--- src/rtl/id_ex_stage_pkg.sv ---
`default_nettype none
// ============================================================================
// Module      : id_ex_stage_pkg
// Description : Shared definitions for the ID/EX stage: ALU opcode encoding
//               and the operand-forwarding select codes.
// Revision    : 1.0 - initial release
// ============================================================================
package id_ex_stage_pkg;

    // ALU opcode encoding carried through the stage untouched
    typedef enum logic [3:0] {
        ALU_ADD  = 4'd0,
        ALU_SUB  = 4'd1,
        ALU_AND  = 4'd2,
        ALU_OR   = 4'd3,
        ALU_XOR  = 4'd4,
        ALU_SLL  = 4'd5,
        ALU_SRL  = 4'd6,
        ALU_SRA  = 4'd7,
        ALU_SLT  = 4'd8,
        ALU_SLTU = 4'd9,
        ALU_LUI  = 4'd10
    } alu_op_e;

    // Where a forwarded source operand came from
    typedef enum logic [1:0] {
        FWD_REG = 2'd0,
        FWD_MEM = 2'd1,
        FWD_WB  = 2'd2
    } fwd_sel_e;

    localparam int c_ALU_OP_W = 4;

endpackage
`default_nettype wire

--- src/rtl/id_ex_stage_fwd_mux.sv ---
`default_nettype none
// ============================================================================
// Module      : fwd_mux
// Description : Per-source forwarding selector. Chooses between the EX/MEM
//               ALU result, the value being retired by WB, and the operand
//               value captured in the ID/EX register. Index 0 never forwards.
// Revision    : 1.0 - initial release
// ============================================================================
module fwd_mux
    import id_ex_stage_pkg::*;
#(
    parameter int XLEN    = 32,
    parameter int RADDR_W = 5
) (
    input  logic [RADDR_W-1:0] i_rs,
    input  logic [XLEN-1:0]    i_stored,
    input  logic [RADDR_W-1:0] i_mem_rd,
    input  logic               i_mem_wb_en,
    input  logic               i_mem_is_load,
    input  logic [XLEN-1:0]    i_mem_rslt,
    input  logic [RADDR_W-1:0] i_wb_rd,
    input  logic               i_wb_wb_en,
    input  logic [XLEN-1:0]    i_wb_data,
    output fwd_sel_e           o_sel,
    output logic [XLEN-1:0]    o_val
);

    logic w_src_nonzero;
    logic w_mem_hit;
    logic w_wb_hit;

    assign w_src_nonzero = (i_rs != '0);
    // A load in MEM has no data yet; the load-use stall keeps it from mattering
    assign w_mem_hit     = w_src_nonzero & i_mem_wb_en & ~i_mem_is_load & (i_mem_rd == i_rs);
    assign w_wb_hit      = w_src_nonzero & i_wb_wb_en & (i_wb_rd == i_rs);

    // Youngest producer wins: MEM before WB before the captured value
    always_comb begin
        o_sel = FWD_REG;
        o_val = i_stored;
        if (w_mem_hit) begin
            o_sel = FWD_MEM;
            o_val = i_mem_rslt;
        end else if (w_wb_hit) begin
            o_sel = FWD_WB;
            o_val = i_wb_data;
        end
    end

endmodule
`default_nettype wire

--- src/rtl/id_ex_stage.sv ---
`default_nettype none
// ============================================================================
// Module      : id_ex_stage
// Description : ID/EX pipeline register with valid/ready handshake, load-use
//               hazard stall, WB capture bypass, stall-time operand refresh
//               and combinational MEM/WB forwarding into the ALU operands.
// Revision    : 1.0 - initial release
// ============================================================================
module id_ex_stage
    import id_ex_stage_pkg::*;
#(
    parameter int XLEN    = 32,
    parameter int RADDR_W = 5
) (
    input  logic               clk,
    input  logic               rst,
    input  logic               id_valid,
    output logic               id_ready,
    input  logic [XLEN-1:0]    id_pc,
    input  logic [RADDR_W-1:0] id_rs1,
    input  logic [RADDR_W-1:0] id_rs2,
    input  logic [XLEN-1:0]    id_rs1_val,
    input  logic [XLEN-1:0]    id_rs2_val,
    input  logic [XLEN-1:0]    id_imm,
    input  logic [3:0]         id_opr,
    input  logic               id_use_imm,
    input  logic               id_use_pc,
    input  logic [RADDR_W-1:0] id_rd,
    input  logic               id_wb_en,
    input  logic               id_is_load,
    input  logic               flush,
    input  logic               ex_ready,
    input  logic [RADDR_W-1:0] mem_rd,
    input  logic               mem_wb_en,
    input  logic               mem_is_load,
    input  logic [XLEN-1:0]    mem_rslt,
    input  logic [RADDR_W-1:0] wb_rd,
    input  logic               wb_wb_en,
    input  logic [XLEN-1:0]    wb_data,
    output logic               ex_valid,
    output logic [XLEN-1:0]    ex_oprnd1,
    output logic [XLEN-1:0]    ex_oprnd2,
    output logic [3:0]         ex_opr,
    output logic [XLEN-1:0]    ex_store_data,
    output logic [XLEN-1:0]    ex_pc,
    output logic [RADDR_W-1:0] ex_rd,
    output logic               ex_wb_en,
    output logic               ex_is_load
);

    // ID/EX register contents
    logic               r_valid;
    logic [XLEN-1:0]    r_pc;
    logic [RADDR_W-1:0] r_rs1;
    logic [RADDR_W-1:0] r_rs2;
    logic [XLEN-1:0]    r_rs1_val;
    logic [XLEN-1:0]    r_rs2_val;
    logic [XLEN-1:0]    r_imm;
    logic [c_ALU_OP_W-1:0] r_opr;
    logic               r_use_imm;
    logic               r_use_pc;
    logic [RADDR_W-1:0] r_rd;
    logic               r_wb_en;
    logic               r_is_load;

    logic               w_adv;
    logic               w_hazard;
    logic               w_capture;
    logic [XLEN-1:0]    w_cap_rs1_val;
    logic [XLEN-1:0]    w_cap_rs2_val;
    logic [XLEN-1:0]    w_hold_rs1_val;
    logic [XLEN-1:0]    w_hold_rs2_val;
    logic [XLEN-1:0]    w_fwd1;
    logic [XLEN-1:0]    w_fwd2;
    fwd_sel_e           w_sel1;
    fwd_sel_e           w_sel2;
    logic               w_unused_sel;

    // The stage can take a new instruction when it is empty or draining
    assign w_adv    = ex_ready | ~r_valid;
    // A load in EX whose result a decoding instruction needs cannot forward in time
    assign w_hazard = r_valid & r_is_load & r_wb_en & (r_rd != '0) & id_valid &
                      ((r_rd == id_rs1) | (r_rd == id_rs2));
    // A flushed instruction is dropped anyway, so the hazard must not block it
    assign id_ready  = w_adv & (flush | ~w_hazard);
    assign w_capture = w_adv & id_valid & ~flush & ~w_hazard;

    // Regfile write happening this cycle is not yet visible in id_rsN_val
    assign w_cap_rs1_val  = (wb_wb_en && (wb_rd != '0) && (wb_rd == id_rs1)) ? wb_data : id_rs1_val;
    assign w_cap_rs2_val  = (wb_wb_en && (wb_rd != '0) && (wb_rd == id_rs2)) ? wb_data : id_rs2_val;
    // While stalled, absorb a retiring producer before it leaves WB
    assign w_hold_rs1_val = (wb_wb_en && (wb_rd != '0) && (wb_rd == r_rs1)) ? wb_data : r_rs1_val;
    assign w_hold_rs2_val = (wb_wb_en && (wb_rd != '0) && (wb_rd == r_rs2)) ? wb_data : r_rs2_val;

    // Pipeline register: capture, bubble, or hold with operand refresh
    always_ff @(posedge clk or posedge rst) begin
        if (rst) begin
            r_valid   <= 1'b0;
            r_pc      <= '0;
            r_rs1     <= '0;
            r_rs2     <= '0;
            r_rs1_val <= '0;
            r_rs2_val <= '0;
            r_imm     <= '0;
            r_opr     <= '0;
            r_use_imm <= 1'b0;
            r_use_pc  <= 1'b0;
            r_rd      <= '0;
            r_wb_en   <= 1'b0;
            r_is_load <= 1'b0;
        end else if (w_adv) begin
            if (w_capture) begin
                r_valid   <= 1'b1;
                r_pc      <= id_pc;
                r_rs1     <= id_rs1;
                r_rs2     <= id_rs2;
                r_rs1_val <= w_cap_rs1_val;
                r_rs2_val <= w_cap_rs2_val;
                r_imm     <= id_imm;
                r_opr     <= id_opr;
                r_use_imm <= id_use_imm;
                r_use_pc  <= id_use_pc;
                r_rd      <= id_rd;
                r_wb_en   <= id_wb_en;
                r_is_load <= id_is_load;
            end else begin
                r_valid   <= 1'b0;
                r_wb_en   <= 1'b0;
                r_is_load <= 1'b0;
            end
        end else begin
            r_rs1_val <= w_hold_rs1_val;
            r_rs2_val <= w_hold_rs2_val;
        end
    end

    fwd_mux #(
        .XLEN    (XLEN),
        .RADDR_W (RADDR_W)
    ) u_fwd1 (
        .i_rs          (r_rs1),
        .i_stored      (r_rs1_val),
        .i_mem_rd      (mem_rd),
        .i_mem_wb_en   (mem_wb_en),
        .i_mem_is_load (mem_is_load),
        .i_mem_rslt    (mem_rslt),
        .i_wb_rd       (wb_rd),
        .i_wb_wb_en    (wb_wb_en),
        .i_wb_data     (wb_data),
        .o_sel         (w_sel1),
        .o_val         (w_fwd1)
    );

    fwd_mux #(
        .XLEN    (XLEN),
        .RADDR_W (RADDR_W)
    ) u_fwd2 (
        .i_rs          (r_rs2),
        .i_stored      (r_rs2_val),
        .i_mem_rd      (mem_rd),
        .i_mem_wb_en   (mem_wb_en),
        .i_mem_is_load (mem_is_load),
        .i_mem_rslt    (mem_rslt),
        .i_wb_rd       (wb_rd),
        .i_wb_wb_en    (wb_wb_en),
        .i_wb_data     (wb_data),
        .o_sel         (w_sel2),
        .o_val         (w_fwd2)
    );

    // Select codes are only of interest for debug probing
    assign w_unused_sel = ^{w_sel1, w_sel2};

    assign ex_valid      = r_valid;
    assign ex_oprnd1     = r_use_pc  ? r_pc  : w_fwd1;
    assign ex_oprnd2     = r_use_imm ? r_imm : w_fwd2;
    assign ex_store_data = w_fwd2;
    assign ex_opr        = r_opr;
    assign ex_pc         = r_pc;
    assign ex_rd         = r_rd;
    assign ex_wb_en      = r_wb_en;
    assign ex_is_load    = r_is_load;

endmodule
`default_nettype wire

--- config.mk ---
export PLATFORM = sky130hd
export DESIGN_NAME = id_ex_stage
export DESIGN_NICKNAME = d
export VERILOG_FILES = /design/src/rtl/id_ex_stage_pkg.sv /design/src/rtl/id_ex_stage_fwd_mux.sv /design/src/rtl/id_ex_stage.sv
export SDC_FILE = /design/constraint.sdc
export NUM_CORES = 1
export LEC_CHECK = 0
export CAP_MARGIN = 20
export CORE_ASPECT_RATIO = 0.75
export CORE_MARGIN = 4
export CORE_UTILIZATION = 35
export CTS_CLUSTER_SIZE = 16
export DETAILED_ROUTE_END_ITERATION = 12
export GPL_ROUTABILITY_DRIVEN = 0
export PLACE_DENSITY = 0.64
export SLEW_MARGIN = 20
export SYNTH_ARGS = -nofsm -noshare
export SYNTH_HDL_FRONTEND = slang
export SYNTH_HIERARCHICAL = 1
export SYNTH_SLANG_ARGS = --single-unit
--- constraint.sdc ---
create_clock -name clk -period 13.4 [get_ports clk]
set_input_delay 2.01 -clock clk [delete_from_list [all_inputs] [get_ports clk]]
set_output_delay 2.01 -clock clk [all_outputs]
set_load 0.01 [all_outputs]
; Word level (Yosys, flattened, before mapping)
; Index checks and enable logic that the tools add are counted.
[classes]
eq_ne = 9
n_mux = 17
bitwise = 26
reduce_logical = 14
[ops]
columns = operator, n
row1 = 32-bit two-way mux, 14
row2 = 5-bit == test, 8
row3 = 5-bit nonzero test, 4
row4 = 1-bit AND, 19
row5 = 2-bit AND reduction, 3
row6 = 1-bit logical AND, 5
row7 = 1-bit inverter, 4
row8 = 2-bit nonzero test, 2
row9 = 1-bit two-way mux, 3
row10 = 1-bit bitwise OR, 3
row11 = 2-bit by 1-bit inequality test with 1-bit output (second input constant), 1
[totals]
regBits = 152
input_bits = 233
elab_cells = 79

; Longest topological paths before layout
[logic_depth]
word_depth = 9
depth_mapped = 8
ltp_nobuf = 6

; By module
; The synthesis kept the hierarchy.
[modules_own_cells]
columns = module, instances, cells_per_inst, area_per_inst_um2, seq_area_each_um2
row1 = id_ex_stage, 1, 526, 7850.0, 3803.6
row2 = fwd_mux, 2, 127, 863.3, 0.0

; Least setup slack after synthesis
; OpenSTA, ideal clock, no wires.
[synth_path]
kind = input -> output
startpoint = input port mem_rd[1]
endpoint = output port ex_oprnd2[10]
arrival_ns = 3.478
t_required_ns = 11.390
path_slack_ns = 7.912
cell_stages = 7
path_cell_list = xnor2_1 > nand3b_1 > or3_2 > buf_2 > buf_2 > a21oi_1 > mux2_2
[synth_via]
elab_chain_cells = 4
[synth_lines]
columns = element, line_no
row1 = from (decl), id_ex_stage.sv:33  ; input logic [RADDR_W-1:0] mem_rd,
row2 = 5-bit == test, id_ex_stage_fwd_mux.sv:34  ; assign w_mem_hit = w_src_nonzero & i_mem_wb_en & ~i_mem_is_load & (i_mem_rd == i_rs);
row3 = 1-bit AND, id_ex_stage_fwd_mux.sv:34
row4 = 32-bit two-way mux, id_ex_stage_fwd_mux.sv:41  ; if (w_mem_hit) begin
row5 = via ex_store_data[10], id_ex_stage.sv:44  ; output logic [XLEN-1:0] ex_store_data,
row6 = 32-bit two-way mux, id_ex_stage.sv:176  ; assign ex_oprnd2 = r_use_imm ? r_imm : w_fwd2;
row7 = to (decl), id_ex_stage.sv:42  ; output logic [XLEN-1:0] ex_oprnd2,
; The timed path passes the listed nets, and every way through them passes these cells.

; Worst setup path in the final report
[layout_path]
startpoint = input port wb_rd[4]
endpoint = output port ex_oprnd2[1]
[layout_via]
elab_chain_cells = 5
[layout_lines]
columns = element, line_no
row1 = from (decl), id_ex_stage.sv:37  ; input logic [RADDR_W-1:0] wb_rd,
row2 = 5-bit == test, id_ex_stage_fwd_mux.sv:35  ; assign w_wb_hit = w_src_nonzero & i_wb_wb_en & (i_wb_rd == i_rs);
row3 = 1-bit AND, id_ex_stage_fwd_mux.sv:35
row4 = 32-bit two-way mux, id_ex_stage_fwd_mux.sv:44  ; end else if (w_wb_hit) begin
row5 = 32-bit two-way mux, id_ex_stage_fwd_mux.sv:41
row6 = 32-bit two-way mux, id_ex_stage.sv:176
; Every way passes these cells.

==> run_results.csv <==
group,metric,value,unit
critical_path,end_kind,"primary output",
detailed_routing,first_iter_violations,267,
synthesis,syn-num-nets,1007,
clocking,cts.sinks,152,
die,chipHeight,151.0,microns
synthesis,syn_area,9547,sq um
clocking,clk_path_buf_depth,2,
pwr,p_int,1.306,mW
pwr,net-switching-power,0.5667,mW
run,cap_violations,0,
global_routing,grt_start_max_net_pins,85,
critical_path,r2r_slack,10.46,ns
sta,rsz0062_at_grt,"no",
sta,finalClockSkew,0.01549,ns
clocking,numCtsBuffers,17,
sta,maxSlewHeadroom,30.37,%
sta,whs,0.5043,ns
placed_design,port_buffers,373,
detailed_routing,route.detailed.drc,0,
synthesis,yosysWarnings,6,
critical_path,slowest_delay,0.61,ns
die,design.core.area,26940,sq um
synthesis,syn_inst,774,
critical_path,critPathRequiredTime,11.39,ns
pwr,clkPwrFrac,27.2,%
sta,setup_slack,6.504,ns
detailed_routing,vias,7353,
die,io_pins,374,
placed_design,hpwl,23.47,mm
global_routing,grt.overflow.total,0,
pwr,combPwrFrac,38.9,%
clocking,h-tree-depth,4,
critical_path,cpMostUsedCell,"clkdlybuf4s50_1",
critical_path,cp_slowest_cell,"clkdlybuf4s50_1",
global_routing,grt_pass1_wl,48.18,mm
critical_path,path_cells,"clkdlybuf4s50_1 -> xor2_1 -> nor4_1 -> nand4b_1 -> buf_4 -> mux2i_1 -> a21oi_1 -> mux2_2 -> clkdlybuf4s50_1",
pwr,peakVddDrop,0.00008526,V
hold_path,worstHoldPathType,"reg -> reg",
detailed_routing,firstDrtPassIters,6,
sta,setup_viol,0,
global_routing,antenna_found_initial,2,
clocking,postCtsSetupBuffers,0,
critical_path,setup.worst_path.class,"in -> out",
detailed_routing,drt-wirelength-per-cell,21.72,microns
die,die_area,30010,sq um
clocking,clockRootBuffer,"clkbuf_16",
global_routing,grt.total_usage,21.16,%
die,core.rowCount,52,
sta,final_hold_viol_count,0,
critical_path,cp.arrival,4.89,ns
detailed_routing,vias_per_cell,4.945,
detailed_routing,postRouteWirelength,32.30,mm
run_status,status,"finished clean",
clocking,cts_tree,"built",
sta,fin_setup_tns,0,ns
critical_path,critPathLaunchType,"primary input",
synthesis,syn_avg_cell_area,12.33,sq um
sta,fin_crit,6.896,ns
detailed_routing,drtAntennaViolNets,0,
sta,post-route-period-util,51.46,%
sta,slew_violations,0,
pwr,power.leakage,5.997,nW
placed_design,dp_slack,6.477,ns
pwr,fin_total_pwr,1.873,mW
final_layout,area_growth,47.00,%
sta,max_freq,0.1450,GHz
clocking,ctsHoldBuffers,0,
final_layout,drive_gt1_share,29.60,%
pwr,power_density,133.5,nW/um^2
die,start_util,35.44,%
critical_path,cp_max_fo,19,
sta,worst_slew_pin_slew,1.045,ns
pwr,sequentialPowerShare,33.9,%
final_layout,finalNetCount,1355,
pwr,sw_frac_of_total,30.26,%
global_routing,grt_pass1_vias,7909,
die,die_w,198.7,microns
clocking,cts_resized,0,
clocking,path_clk_slew,0.06,ns
clocking,worstSkewPairLatency,0.43,ns
power groups by stage:
stage / sequential (mW) / clock [mW] / combinational [mW]
6_report: 0.635 / 0.509 / 0.729
5_1_grt: 0.648 / 0.543 / 0.783
4_1_cts: 0.636 / 0.524 / 0.739
3_5_place_dp: 0.644 / 0 / 0.733
3_3_place_gp: 0.641 / 0 / 0.731
2_1_floorplan: 0.616 / 0 / 0.380
sequential cells by signal, summed over array words and instances (netlist names):
name and count:
r_rs1 5, r_imm 32, ex_rd 5, ex_wb_en 1, r_rs2_val 32, ex_is_load 1
ex_opr 4, r_use_imm 1, ex_valid 1, r_rs2 5, ex_pc 32, r_use_pc 1
r_rs1_val 32
layout by cell type, fill, tap and decap left out, types with 4 or more instances in the layout:
master and n:
nor2_1 68, nand3_1 6, clkdlybuf4s50_1 373, nor3_1 5, xnor2_1 31, mux2_2 217, buf_4 12, clkbuf_16 17
clkinvlp_4 4, clkinv_4 4, mux2i_1 64, a21oi_2 4, xor2_1 19, mux2_4 60, dfrtp_1 150, a21oi_1 61
metrics by stage:
stage          cell area, sq um  util (%)  std cells
2_1_floorplan              9547         -        774
3_3_place_gp              13430     49.84       1454
3_5_place_dp              13430     49.84       1454
4_1_cts                   14030     52.09       1486
5_1_grt                   14030     52.10       1487
6_report                  14030     52.10       1487
worst paths after layout:
kind,start,end,cells after the start
max,wb_rd[4],ex_oprnd2[1],9
min,r_imm[20],r_imm[20],1
max reg2reg,ex_rd[0],r_rs2_val[9],8
min reg2reg,r_imm[20],r_imm[20],1
max in group asynchronous,rst,r_use_imm,3
min in group asynchronous,rst,ex_pc[16],2
per-layer routing:
metal | global-route usage (%) | part of all wire [%]
met5 | 0 | 0.040
met4 | 3.315 | 0.81
met3 | 7.850 | 8.4
met2 | 34.23 | 46
met1 | 27.84 | 45
worst max-delay path: cells and delay by family:
family          cells  cell delay [ns]
compound gates      1             0.35
xor+xnor            1             0.23
buf+inv             3             1.42
mux                 2             0.39
simple gates        2             0.47
final cells by class:
cell class / count / area (sq um)
fillers: 2405 / 12900
multi-input cells: 564 / 5344
repair buffers: 385 / 3824
flip-flops and latches: 152 / 3806
well taps: 351 / 439.2
clock buffers: 19 / 432.9
clock inverters: 13 / 172.7
inverters: 2 / 12.51
diodes: 1 / 2.502
(Power assumes the default switching activity.)
